**src/rtl/controlador_de_interrupcao.sv**
```systemverilog
// controlador_de_interrupcao
//   Interrupt controller sitting between the peripherals and the control unit.
//   Latches disk / input-device requests (and optionally a user-mode time-slice
//   expiry) as pending bits. While a user process is running, it grants the
//   highest-priority pending source (disk > IO > timer). The grant is then
//   handshaked through REQ (intr high) -> SERV (after inta) -> IDLE (after
//   clearIntr).
//
//   Optional feature: define TIMER_QUANTUM_EN to build the quantum counter that
//   raises pending[0] every QUANTUM cycles spent running in IDLE. Without the
//   macro, pending[0] is constant 0 and code 1 is never issued.
//
// Ports
//   clk        in   rising-edge clock
//   reset      in   synchronous active-high reset
//   userMode   in   exec/exec_again pulse (process entry, sets running)
//   kernelMode in   syscall pulse (kernel entry, clears running)
//   inta       in   interrupt acknowledge (REQ -> SERV)
//   clearIntr  in   retire current interrupt (REQ/SERV -> IDLE)
//   reqDisk    in   one-cycle disk-done request
//   reqIO      in   one-cycle input-device request
//   intr       out  interrupt request, high only in REQ
//   intCode    out  latched code: 0 none, 1 timer, 2 disk, 3 IO
//   pending    out  pending bits {io, disk, timer}
module controlador_de_interrupcao #(
  parameter int QUANTUM = 32
) (
  input  logic       clk,
  input  logic       reset,
  input  logic       userMode,
  input  logic       kernelMode,
  input  logic       inta,
  input  logic       clearIntr,
  input  logic       reqDisk,
  input  logic       reqIO,
  output logic       intr,
  output logic [1:0] intCode,
  output logic [2:0] pending
);

  typedef enum logic [1:0] {IDLE, REQ, SERV} state_t;

  state_t     r_state;
  logic       r_running;
  logic       r_pend_disk;
  logic       r_pend_io;
  logic       r_intr;
  logic [1:0] r_code;

  logic w_pend_tmr;
  logic w_grant;
  logic w_gnt_disk;
  logic w_gnt_io;
  logic w_gnt_tmr;

  // Grants only come from registered pending bits, so a request arriving in
  // the grant cycle is simply re-latched (set wins over clear).
  assign w_grant    = (r_state == IDLE) && r_running &&
                      (r_pend_disk || r_pend_io || w_pend_tmr);
  assign w_gnt_disk = w_grant && r_pend_disk;
  assign w_gnt_io   = w_grant && !r_pend_disk && r_pend_io;
  assign w_gnt_tmr  = w_grant && !r_pend_disk && !r_pend_io && w_pend_tmr;

  // running flag: userMode wins over kernelMode in the same cycle
  always_ff @(posedge clk) begin
    if (reset)           r_running <= 1'b0;
    else if (userMode)   r_running <= 1'b1;
    else if (kernelMode) r_running <= 1'b0;
  end

  always_ff @(posedge clk) begin
    if (reset) begin
      r_pend_disk <= 1'b0;
      r_pend_io   <= 1'b0;
    end else begin
      r_pend_disk <= reqDisk | (r_pend_disk & ~w_gnt_disk);
      r_pend_io   <= reqIO   | (r_pend_io   & ~w_gnt_io);
    end
  end

`ifdef TIMER_QUANTUM_EN
  logic [15:0] r_qcnt;
  logic        r_pend_tmr;
  logic        w_qinc;
  logic        w_qhit;

  // Counter advances only while a process runs and no interrupt is in flight;
  // a fresh userMode restarts the slice.
  assign w_qinc = !userMode && r_running && (r_state == IDLE);
  assign w_qhit = w_qinc && (r_qcnt == 16'(QUANTUM - 1));

  always_ff @(posedge clk) begin
    if (reset) begin
      r_qcnt     <= 16'd0;
      r_pend_tmr <= 1'b0;
    end else begin
      if (userMode)    r_qcnt <= 16'd0;
      else if (w_qhit) r_qcnt <= 16'd0;
      else if (w_qinc) r_qcnt <= r_qcnt + 16'd1;
      r_pend_tmr <= w_qhit | (r_pend_tmr & ~w_gnt_tmr);
    end
  end

  assign w_pend_tmr = r_pend_tmr;
`else
  logic w_unused_quantum;
  assign w_unused_quantum = (QUANTUM == 0) | w_gnt_tmr;
  assign w_pend_tmr       = 1'b0;
`endif

  // Handshake FSM with registered intr / intCode
  always_ff @(posedge clk) begin
    if (reset) begin
      r_state <= IDLE;
      r_intr  <= 1'b0;
      r_code  <= 2'd0;
    end else begin
      case (r_state)
        IDLE: begin
          if (w_grant) begin
            r_state <= REQ;
            r_intr  <= 1'b1;
            r_code  <= w_gnt_disk ? 2'd2 : (w_gnt_io ? 2'd3 : 2'd1);
          end
        end
        REQ: begin
          if (clearIntr) begin
            r_state <= IDLE;
            r_intr  <= 1'b0;
            r_code  <= 2'd0;
          end else if (inta) begin
            r_state <= SERV;
            r_intr  <= 1'b0;
          end
        end
        SERV: begin
          if (clearIntr) begin
            r_state <= IDLE;
            r_code  <= 2'd0;
          end
        end
        default: begin
          r_state <= IDLE;
          r_intr  <= 1'b0;
          r_code  <= 2'd0;
        end
      endcase
    end
  end

  assign intr    = r_intr;
  assign intCode = r_code;
  assign pending = {r_pend_io, r_pend_disk, w_pend_tmr};

endmodule
```
**config.mk**
```make
export PLATFORM = sky130hd
export DESIGN_NAME = controlador_de_interrupcao
export DESIGN_NICKNAME = d
export VERILOG_FILES = /design/src/rtl/controlador_de_interrupcao.sv
export SDC_FILE = /design/constraint.sdc
export NUM_CORES = 1
export LEC_CHECK = 0
export ABC_AREA = 0
export BUFFER_PORTS_ARGS = -buffer_cell sky130_fd_sc_hd__buf_2
export CAP_MARGIN = 40
export CORE_AREA = 5 5 42 44
export CTS_CLUSTER_DIAMETER = 80
export DETAILED_ROUTE_END_ITERATION = 10
export DIE_AREA = 0 0 47 49
export PLACE_DENSITY = 0.61
export RECOVER_POWER = 25
export SYNTH_ARGS = -nofsm -noshare
export SYNTH_HDL_FRONTEND = slang
export SYNTH_SLANG_ARGS = --single-unit
```
**constraint.sdc**
```tcl
create_clock -name clk -period 1.67 [get_ports clk]
set_input_delay 0.2505 -clock clk [delete_from_list [all_inputs] [get_ports clk]]
set_output_delay 0.2505 -clock clk [all_outputs]
set_load 0.005 [all_outputs]
```
; Word level (Yosys, flattened, before mapping)
; Index checks and enable logic that the tools add are counted.
[classes]
n_mux = 15
eq_ne = 6
n_bitwise = 7
n_reduce_logical = 13
[ops]
columns = cell, n
row1 = $mux 2, 7
row2 = $pmux 2 s3, 1
row3 = $reduce_and 3->1, 2
row4 = $logic_and 1x1->1, 5
row5 = $mux 1, 5
row6 = $ne 2x2->1 const B, 2
row7 = $pmux 2 s2, 1
row8 = $ne 3x3->1 const B, 1
row9 = $not 1->1, 3
row10 = $pmux 1 s3, 1
row11 = $and 1x1->1, 2
row12 = $eq 2x1->1 const B, 1
row13 = $eq 2x2->1 const B, 1
row14 = $logic_not 2->1, 1
row15 = $ne 2x1->1 const B, 1
row16 = $or 1x1->1, 2
row17 = $reduce_and 2->1, 1
row18 = $reduce_bool 2->1, 1
row19 = $reduce_or 2->1, 1
row20 = $logic_not 1->1, 1
row21 = $logic_or 1x1->1, 1
[word_totals]
regBits = 8
out_inout_bits = 6

; Logic depth before layout (Yosys ltp)
; Gate-level depths: netlist (run 1).
[logic_depth]
word_depth = 9
depth_mapped = 6

; Worst setup path before layout (run 1)
; OpenSTA, ideal clock, no wires.
[synth_path]
path_type = flip-flop to flip-flop
start = register r_state[0]
end = register r_code[0] (netlist: intCode[0])
path_stages_with_launch = 6
arrival_ps = 1176
path_slack_ps = 402
n_path_buf = 0
cell_sequence = dfxtp_1 inv_1 ha_1 nor2b_1 or2_1 o32ai_1
[synth_between]
elab_chain_len = 7
elab_cells_between_ends = 13
cone_classes = eq/ne (4) / mux (3) / reduce/logical (6)
[synth_rtl]
columns = element, line_no
row1 = start: declaration, 43  ; state_t r_state;
row2 = start signal: assignment, 114  ; r_state <= IDLE;
row3 = start signal: assignment, 121  ; r_state <= REQ;
row4 = start signal: assignment, 128  ; r_state <= IDLE;
row5 = $logic_not 2->1, "58, 118"
row6 = $logic_and 1x1->1 (2 in a row), 58  ; assign w_grant = (r_state == IDLE) && r_running &&
row7 = $logic_and 1x1->1, 60  ; assign w_gnt_disk = w_grant && r_pend_disk;
row8 = $mux 2, 123  ; r_code <= w_gnt_disk ? 2'd2 : (w_gnt_io ? 2'd3 : 2'd1);
row9 = $mux 2, 120  ; if (w_grant) begin
row10 = $pmux 2 s2, 118  ; case (r_state)
row11 = end signal: assignment, 123
row12 = end: declaration, 48  ; logic [1:0] r_code;
; Parallel ways exist; a longest one is shown, timed or not. The select of a mux whose other input is x is not followed.
; A chain may end at the register's enable or synchronous reset.

; Worst setup path in the final report (run 1)
; Same ends and word-level chain as after synthesis.

==> results of run 1 <==
[placed cells by master (no fill, tap or decap)]
cell type,instances
buf_2,11
dfxtp_1,8
a21oi_1,7
inv_1,5
nor2_1,4
o21ai_0,4
nand2b_1,3
or2_1,3
ha_1,3
clkbuf_4,3
o21ai_1,2
nand2_1,1
o211ai_2,1
and2_1,1
o41ai_2,1
nor2b_1,1
o32ai_1,1
conb_1,1
clkbuf_1,1
[worst max-delay path, stage by stage (launching register included)]
cell	delay [ns]
dfxtp_1	0.34
inv_1	0.07
ha_1	0.28
nor2b_1	0.15
or2_1	0.22
o32ai_1	0.23
[layer usage]
| layer | routed length, µm | vias up | part of all wire, % |
|---|---|---|---|
| li1 | - | 187 | - |
| met3 | 110 | 0 | 14 |
| met4 | 0 | 0 | 0 |
| met5 | 0 | - | 0 |
| met1 | 343 | 147 | 43 |
| met2 | 344 | 11 | 43 |
[final timing paths]
| kind | start | to | cells after the start |
|---|---|---|---|
| setup / recovery | r_state[0] | intCode[0] | 5 |
| hold / removal | reqDisk | r_pend_disk | 3 |
| setup reg to reg | r_state[0] | intCode[0] | 5 |
| hold reg to reg | intr | intr | 2 |
[per-stage QoR]
step	utilization, %	area, µm²	power [W]	setup WS (ns)	hold WS, ns
after floorplan	-	417.9	0.0002635	0.4018	0.3679
after global placement	33.66	471.7	0.0002821	0.2868	0.4588
after detailed placement	33.66	471.7	0.0002824	0.3170	0.4660
after CTS	35.27	494.2	0.0004338	0.2795	0.2014
after global routing	35.18	493.0	0.0004666	0.1809	0.1888
final	35.18	493.0	0.0004252	0.2804	0.1998
[registers in the layout, summed over array words and instances, names as in the netlist]
signal / flops
intCode: 2
r_state: 2
intr: 1
r_pend_disk: 1
r_pend_io: 1
r_running: 1
[cell families after synthesis]
family	synth area share, %
AOI/OAI and AO/OA	24.55
other	0.8973
DFF	38.32
adders and majority gates	8.983
and+or+nand+nor	16.47
buffers and inverters	10.78
[power by group]
part | switching [W] | internal [W] | leakage, nW
Sequential | 0.00000875 | 0.000204 | 0.0659
Clock | 0.0000656 | 0.0000822 | 0.0138
Combinational | 0.0000339 | 0.0000306 | 0.133
[area by class of cell]
type | count | area, µm² | area share (%)
Inverter | 5 | 18.77 | 3.807
Sequential cell | 8 | 160.2 | 32.49
Multi-Input combinational cell | 33 | 212.7 | 43.15
Clock buffer | 3 | 22.52 | 4.569
Tap cell | 16 | 20.02 | 4.061
Timing Repair Buffer | 12 | 58.81 | 11.93
==> flow_summary.json, run 1 <==
{
  "irDropWorstVdd_mv": 0.5783,
  "synth_top_area_share_pct": 38.32,
  "crit_fanout": 3,
  "synthCells": 50,
  "chipWidth_um": 47,
  "diodes": 0,
  "fin_nets": 74,
  "p_per_area_mw_per_mm2": 862.5,
  "ys_async_sr_fraction_pct": 0,
  "required_ns": 1.82,
  "grt_max_degree": 11,
  "route.detailed.drc": 0,
  "met2_usage_pct": 11.31,
  "maxSlewViolCount": 0,
  "cap_violations": 0,
  "hp-class": "input pin to flip-flop",
  "postSynthRegisterBits": 8,
  "dp_cells": 74,
  "vias_per_cell": 4.481,
  "yosys-top-cells-area": "dfxtp_1, ha_1, a21oi_1, buf_4, o21ai_0",
  "grtUsageTotal_pct": 8.475,
  "start_util_pct": 29.82,
  "grt_pass1_vias": 339,
  "path_clk_slew_ns": 0.05,
  "synth_common_cells": "dfxtp_1, a21oi_1, inv_1",
  "period_share_pct": 83.21,
  "final_cells": 77,
  "nFillCells": 152,
  "grt_pass1_wl_um": 1352,
  "antenna_left": 0,
  "cts_buffer_depth": 2,
  "end_kind": "flip-flop",
  "gp_congestion": 0.7620,
  "synth_ff_type": "dfxtp_1",
  "use_met1_pct": 9.534,
  "cts.sinks": 8,
  "die_y_um": 49,
  "postCtsSetupBuffers": 0,
  "min_period_ns": 1.390,
  "fin_skew_ns": 0.004154,
  "synth_area_leader_cell": "dfxtp_1",
  "row_count": 14,
  "grt_use_met3_pct": 7.749,
  "io_pins": 14,
  "portBuffers": 12,
  "cts_buffers": 3,
  "setup-tns-final_ns": 0,
  "clock_latency_ns": 0.25,
  "critPathLaunchType": "flip-flop",
  "yosysMostFrequentCell": "dfxtp_1",
  "yosysUniqueCellTypes": 18,
  "yosys_warnings": 0,
  "cts_resized": 0,
  "gr-max-usage-layer": "met2",
  "grt_setup_unrepaired": "false",
  "postCtsHoldBufs": 0,
  "drive_above_1_share_pct": 26.23,
  "h-tree-depth": 1,
  "arrival_ns": 1.54,
  "hold_violations": 0,
  "first_iter_violations": 4,
  "antenna_found_initial": 0,
  "fp.coreArea_mm2": 0.001401,
  "clockRootBuffer": "clkbuf_4",
  "r2r_slack_ns": 0.28,
  "cts_tree": "built",
  "dr.pass1.iters": 4,
  "p_leak_nw": 0.2127,
  "seq_area_frac_synth_pct": 38.32,
  "vias": 345,
  "netlist_area_um2": 417.9,
  "fmax_ghz": 0.7197,
  "crit_type": "flip-flop to flip-flop",
  "die_area_mm2": 0.002303,
  "finalSetupViolCount": 0,
  "postRouteWirelength_um": 798,
  "avgSynthCellArea_um2": 8.358,
  "syn_nets": 61,
  "status": "finished, final reports clean",
  "grt_overflow": 0,
  "syn2layout_area_growth_pct": 17.96,
  "synth_enable_flop_cells": 0,
  "hpwl_um": 632.1,
  "wl_per_cell_um": 10.36
}
No activity file was read; power rests on OpenSTA's default activity.
==> run 2, diff against run 1 <==
- PLACE_DENSITY: 0.61 -> 0.63
- clock period: 1.67 -> 1.2 ns (I/O delays scaled with it)
==> run 2 against run 1 <==
  * Non-clock buffer count is 9 higher
  * The run now ends with setup timing left
  * Critical path type unchanged
  * Global-route usage is 0.90 points higher
  * Via count is 18% higher
  * First-iteration DRC count is 100% lower
==> flow_summary.json, run 2 (same netlist as run 1, synthesis figures left out) <==
{
  "pre_cts_ws_ns": -0.1492,
  "fmax_ghz": 0.7874,
  "hpwl_um": 706.5,
  "cap_violations": 0,
  "grt_max_degree": 11,
  "fp.coreArea_mm2": 0.001401,
  "vias_per_cell": 4.721,
  "final_cells": 86,
  "fin_nets": 83,
  "maxSlewViolCount": 0,
  "drive_above_1_share_pct": 61.43,
  "cts.sinks": 8,
  "finalSetupViolCount": 3,
  "row_count": 14,
  "fin_util_pct": 49.29,
  "antenna_found_initial": 0,
  "crit_fanout": 2,
  "antenna_left": 0,
  "violations": "setup timing",
  "p_leak_nw": 0.2834,
  "dp_cells": 82,
  "grt_pass1_wl_um": 1552,
  "irDropWorstVdd_mv": 0.5997,
  "dr.pass1.iters": 1,
  "route.detailed.drc": 0,
  "setup-tns-final_ns": -0.1439,
  "syn2layout_area_growth_pct": 65.27,
  "cts_tree": "built",
  "die_area_mm2": 0.002303,
  "nFillCells": 136,
  "grt_pass1_vias": 374,
  "setup_ws_ns": -0.07002,
  "p_total_w": 0.0006783,
  "cts_buffers": 3,
  "p_per_area_mw_per_mm2": 982.1,
  "grt_setup_unrepaired": "true",
  "postCtsHoldBufs": 0,
  "start_util_pct": 29.82,
  "crit_type": "flip-flop to flip-flop",
  "status": "finished with violations",
  "postRouteWirelength_um": 1120,
  "gp_congestion": 0.6635,
  "clock_latency_ns": 0.25,
  "fin_skew_ns": 0.003783,
  "period_share_pct": 105.8,
  "hold_violations": 0,
  "final_common_cell": "buf_2",
  "io_pins": 14,
  "grt_overflow": 0,
  "path_clk_slew_ns": 0.05,
  "h-tree-depth": 1,
  "vias": 406,
  "die_y_um": 49,
  "critPathLaunchType": "flip-flop",
  "required_ns": 1.36,
  "grtUsageTotal_pct": 9.379,
  "layout_common_cells": "buf_2, dfxtp_1, buf_4",
  "first_iter_violations": 0,
  "chipWidth_um": 47,
  "arrival_ns": 1.43,
  "diodes": 0,
  "end_kind": "flip-flop",
  "clockRootBuffer": "clkbuf_4",
  "cts_buffer_depth": 2,
  "min_period_ns": 1.270,
  "wl_per_cell_um": 13.02,
  "portBuffers": 12,
  "hp-class": "input pin to flip-flop"
}
## run 2: per-stage QoR
stage	cell area (µm²)	hold WS, ns
floorplan	430.4	0.2974
detailed placement	544.3	0.3950
global route	690.7	0.1516
finish	690.7	0.1414
global placement	544.3	0.3851
CTS	600.6	0.1326
## run 2: layer usage
layer	track usage, %	part of all wire (%)	vias to the layer above
li1	-	-	203
met1	10.82	38	192
met2	14.93	56	9
met3	4.428	4.6	2
met4	2.765	1.2	0
met5	0	0	-
## run 2: worst paths after layout
path	depth (start not counted)	slack [ns]	start	end
setup / recovery	5	-0.07	r_state[0]	intCode[0]
hold / removal	3	0.14	reqDisk	r_pend_disk
setup reg to reg	5	-0.07	r_state[0]	intCode[0]
hold reg to reg	2	0.48	intCode[1]	intCode[1]
## run 2: power by group
group          total [W]  switching (W)  internal (W)
registers       0.000300      0.0000149      0.000285
logic           0.000181      0.0000864     0.0000945
clock network   0.000197      0.0000835      0.000114
## run 2: cell type report
class                   count  area (µm²)  area share (%)
multi-input cells          33       326.6           47.28
flip-flops and latches      8       162.7           23.55
repair buffers             21       137.6           19.93
clock buffers               3       22.52           3.261
inverters                   5       21.27           3.080
well taps                  16       20.02           2.899
## run 2: worst max-delay path: stages, from the launching register on
cell,delay [ns]
dfxtp_2,0.33
inv_2,0.05
ha_4,0.23
nor2b_4,0.13
or2_1,0.24
o32ai_2,0.20
## run 2: what timing repair did
action / in CTS / in global routing
pin swaps: 3 / 6
endpoints found under the setup margin: 5 / 6
hold endpoints to repair: 0 / 0
gates resized for setup: 10 / 21
buffers inserted: 1 / 0
